`config.mk`:
```
export PLATFORM = sky130hd
export DESIGN_NAME = message_blocker
export DESIGN_NICKNAME = d
export VERILOG_FILES = /design/src/rtl/message_blocker.sv
export SDC_FILE = /design/constraint.sdc
export NUM_CORES = 1
export LEC_CHECK = 0
export CORE_ASPECT_RATIO = 2
export CORE_MARGIN = 1
export CORE_UTILIZATION = 35
export CTS_BUF_LIST = sky130_fd_sc_hd__clkbuf_4
export DETAILED_ROUTE_END_ITERATION = 8
export PLACE_DENSITY = 0.58
export SLEW_MARGIN = 15
export SYNTH_ARGS = -nofsm -noshare
export SYNTH_HDL_FRONTEND = slang
export SYNTH_SLANG_ARGS = --single-unit
```
`constraint.sdc`:
```
create_clock -name clk -period 2.5 [get_ports clk]
set_clock_uncertainty 0.1 [all_clocks]
set_input_delay 0.375 -clock clk [delete_from_list [all_inputs] [get_ports clk]]
set_output_delay 0.375 -clock clk [all_outputs]
set_load 0.02 [all_outputs]
```
`src/rtl/message_blocker.sv`:
```
// Packs a byte stream MSB-first into BWIDTH-bit blocks for the padding stage.
// Each block carries its valid-byte count and a last flag; short final blocks are zero-filled.
module message_blocker #(
  parameter int BWIDTH = 32,
  localparam int NB = BWIDTH / 8,
  localparam int CW = $clog2(NB) + 1
) (
  input  logic              clk,
  input  logic              rst_n,
  input  logic [7:0]        in_data,
  input  logic              in_valid,
  input  logic              in_last,
  output logic              in_ready,
  output logic [BWIDTH-1:0] blk_data,
  output logic              blk_valid,
  input  logic              blk_ready,
  output logic [CW-1:0]     blk_bytes,
  output logic              blk_last,
  output logic [15:0]       msg_len
);

  typedef enum logic {
    FILL = 1'b0,
    HOLD = 1'b1
  } state_t;

  state_t            state_q;
  logic [CW-1:0]     cnt_q;
  logic [BWIDTH-1:0] data_q;
  logic              in_ready_q;
  logic              blk_valid_q;
  logic [CW-1:0]     blk_bytes_q;
  logic              blk_last_q;
  logic [15:0]       msg_len_q;

  logic [BWIDTH-1:0] data_d;
  logic [CW-1:0]     cnt_d;
  logic [15:0]       msg_len_d;
  logic              accept;
  logic              complete;

  assign accept    = in_valid && in_ready_q && (state_q == FILL);
  assign cnt_d     = cnt_q + CW'(1);
  assign complete  = (cnt_d == CW'(NB)) || in_last;
  assign msg_len_d = (msg_len_q == 16'hFFFF) ? msg_len_q : msg_len_q + 16'd1;

  // Lane 0 is the most significant byte; only the lane selected by cnt_q takes the new byte.
  for (genvar gi = 0; gi < NB; gi++) begin : g_lane
    assign data_d[BWIDTH-1-8*gi -: 8] = (cnt_q == CW'(gi)) ? in_data
                                                            : data_q[BWIDTH-1-8*gi -: 8];
  end

  always_ff @(posedge clk or negedge rst_n) begin
    if (!rst_n) begin
      state_q     <= FILL;
      cnt_q       <= '0;
      data_q      <= '0;
      in_ready_q  <= 1'b0;
      blk_valid_q <= 1'b0;
      blk_bytes_q <= '0;
      blk_last_q  <= 1'b0;
      msg_len_q   <= '0;
    end else begin
      case (state_q)
        FILL: begin
          in_ready_q <= 1'b1;
          if (accept) begin
            data_q    <= data_d;
            cnt_q     <= cnt_d;
            msg_len_q <= msg_len_d;
            if (complete) begin
              state_q     <= HOLD;
              in_ready_q  <= 1'b0;
              blk_valid_q <= 1'b1;
              blk_bytes_q <= cnt_d;
              blk_last_q  <= in_last;
            end
          end
        end
        HOLD: begin
          if (blk_ready) begin
            state_q     <= FILL;
            blk_valid_q <= 1'b0;
            cnt_q       <= '0;
            data_q      <= '0;
            in_ready_q  <= 1'b1;
            // The message ends with this transfer, so the length restarts for the next one.
            if (blk_last_q) msg_len_q <= '0;
          end
        end
        default: state_q <= FILL;
      endcase
    end
  end

  assign in_ready  = in_ready_q;
  assign blk_data  = data_q;
  assign blk_valid = blk_valid_q;
  assign blk_bytes = blk_bytes_q;
  assign blk_last  = blk_last_q;
  assign msg_len   = msg_len_q;

endmodule

```
==> metrics <==
Port-buffer cells=66; Ys Warns=0; area of the core=8000 µm²; RSZ-0062 raised after global routing=false; vias in the first global route=2541; fin nets=393; CTS sink cnt=58; max cap viols=0; post-synth top area share=0.500; first-pass GRT wire length=13400 µm; initial antenna violation count=1; CP Data Required Time=2710 ps; Tmin final=2160 ps; Worst setup EP type=register; status=finished, violations left; initial core utilization=0.363; sequential area share after synthesis=0.500; Yosys reg bits=58; FILL cells=777; IO Pins=67; worst hold slack=-4.14 ps; Synth Area per Inst=9.64 µm²; Post-synth ARST share=1.00; clk_lat worst skew=410 ps; post-route setup slack=340 ps; Worst-path clk slew=100 ps; synth unique cells=52; Final period util=0.864; Worst Tran Pin Value=751 ps; Core Rows=46; Slew Limit Fails=0; Design Area, Final=3830 µm²; H-tree depth=3; postcts setup bufs=0; Synth area leaders=dfrtp_1, nand2_1, mux2i_1, o22ai_1, o21ai_0; setup violators final=0; pre-CTS setup slack=256 ps; crit path DAT=2370 ps; min-delay worst type=in2async; cell area after synthesis=2900 µm²; Critical-path top delay cell=dfrtp_1; Clock Path Buffers=2; number of synthesized flops with an enable pin=0; delay-heaviest family, CP=simple AND/OR/NAND/NOR gates; leakage=1.76 nW; placed cell area=3700 µm²; share of layout cells above drive strength 1=0.0926; Post-Syn Instances=301; Initial DRT Pass Iterations=4; pwr dens=1180 nW/µm²; Max stage delay on crit path=480 ps; die area=8680 µm²; CTS resizes=0; clock buffer count from CTS=9; Rel. slew slack=0.499; crit start category=register; ys flop type=dfrtp_1; CTS root buf=clkbuf_4; final RePlAce weighted congestion=0.853; area leader, netlist=dfrtp_1; DR vias=2628; DRC=0; Worst VDD drop=0.559 mV; TritonCTS clock tree=done; DRT Wirelength=8430 µm; dpl hpwl=6090 µm; crit-path cells=ha_1 -> nand4_1 -> or4_4 -> o21a_4 -> mux2_4; failing checks=hold timing; syn nets=321; crit path buf inv count=0; drt via density=5.53; routed len/inst=17.7 µm; global route overflow=0; Max Freq=463 MHz; # hold bufs at CTS=0; Hold Fails Final Rpt=4; CP max FO=9; GR Util All Layers=0.214; Die X=66.4 µm; Synth-to-Final Area Change=31.9%; largest net degree at the start of global routing=59; Detail Route Antenna Nets=0; Vert. Die Dim=131 µm; Setup TNS Final=0 ps; DR iter-0 viols=158; Crit Path Class=reg2reg
-- synthesized netlist by cell type (2+ instances only) --
library cell / instances
or4_1: 2
mux2i_1: 18
nand3_1: 15
o22ai_1: 17
inv_1: 11
buf_2: 5
and2_1: 2
a21oi_1: 4
nand2_1: 64
o22a_1: 4
o2bb2ai_1: 2
nor2b_1: 3
nor4_1: 4
nor2_1: 6
and3_1: 2
and4_1: 2
a211oi_1: 3
o21ai_0: 19
buf_1: 2
clkbuf_1: 10
dfrtp_1: 58
nand4_1: 12
ha_1: 7
-- flip-flops by register name (all words and copies together), names as in the netlist --
| register | cells |
|---|---|
| blk_data | 32 |
| blk_valid | 1 |
| cnt_q | 3 |
| msg_len | 16 |
| blk_bytes | 3 |
| in_ready | 1 |
| state_q | 1 |
| blk_last | 1 |
-- power by group --
group	internal, W	switching, W	leakage (nW)	total (W)
clock network	0.000293	0.000356	0.0706	0.000649
logic	0.00101	0.00116	0.980	0.00217
registers	0.00130	0.000392	0.710	0.00169
total	0.00260	0.00191	1.76	0.00451
-- cells in the final DEF, fill, tap and decap left out, types with 11 or more instances in the layout --
cell / instances
o22ai_1: 17
mux2i_1: 18
o21ai_0: 19
clkdlybuf4s50_1: 65
dfrtp_1: 58
inv_1: 11
nand4_1: 12
nand2_1: 64
buf_4: 12
nand3_1: 15
-- kinds of logic (layout without fill, tap and decap cells) --
kind of cell / Yosys count / after routing / synth area share
buffers and inverters: 28 / 105 / 0.0384
AOI/OAI and AO/OA: 67 / 67 / 0.157
other: 0 / 1 / 0
DFF: 58 / 58 / 0.500
and+or+nand+nor: 121 / 121 / 0.203
adders and majority gates: 7 / 7 / 0.0302
muxes: 20 / 20 / 0.0712
-- routing by layer --
layer	routed length, µm	up-vias	global-route usage
met4	253	0	0.110
met5	0	-	0
li1	-	1232	-
met3	317	17	0.0417
met2	4710	78	0.389
met1	3150	1301	0.228
-- final timing paths --
check	slack, ps	startpoint	cells after the start	to
setup / recovery	340	msg_len[0]$_DFFE_PN0P_	5	msg_len[0]$_DFFE_PN0P_
hold reg to reg	380	blk_data[29]$_DFFE_PN0P_	2	blk_data[29]$_DFFE_PN0P_
hold / removal	-4	rst_n	2	in_ready$_DFFE_PN0P_
min in group clk	380	blk_data[29]$_DFFE_PN0P_	2	blk_data[29]$_DFFE_PN0P_
setup reg to reg	340	msg_len[0]$_DFFE_PN0P_	5	msg_len[0]$_DFFE_PN0P_
max in group asynchronous	1790	rst_n	2	blk_data[15]$_DFFE_PN0P_
-- stage by stage --
stage,util,total power (W),std cells
detailed placement,0.462,0.00389,458
finish,0.478,0.00451,475
global placement,0.462,0.00385,458
CTS,0.478,0.00456,474
floorplan,-,0.00283,301
global route,0.478,0.00482,475
-- worst reg2reg max path, delay by kind of cell (launching register included) --
| family | cells | cell delay [ps] |
|---|---|---|
| mux | 1 | 300 |
| fa+ha+maj | 1 | 280 |
| flops | 1 | 480 |
| simple gates | 2 | 610 |
| compound gates | 1 | 280 |
-- layout make-up --
| class | instances | area (µm²) | share of cell area |
|---|---|---|---|
| inverters | 11 | 41.3 | 0.0108 |
| well taps | 96 | 120 | 0.0314 |
| repair buffers | 78 | 746 | 0.195 |
| flip-flops and latches | 58 | 1450 | 0.379 |
| diodes | 1 | 2.50 | 0.000654 |
| multi-input cells | 215 | 1340 | 0.350 |
| clock buffers | 9 | 67.6 | 0.0177 |
| clock inverters | 7 | 60.1 | 0.0157 |
No activity file was read; power rests on OpenSTA's default activity.
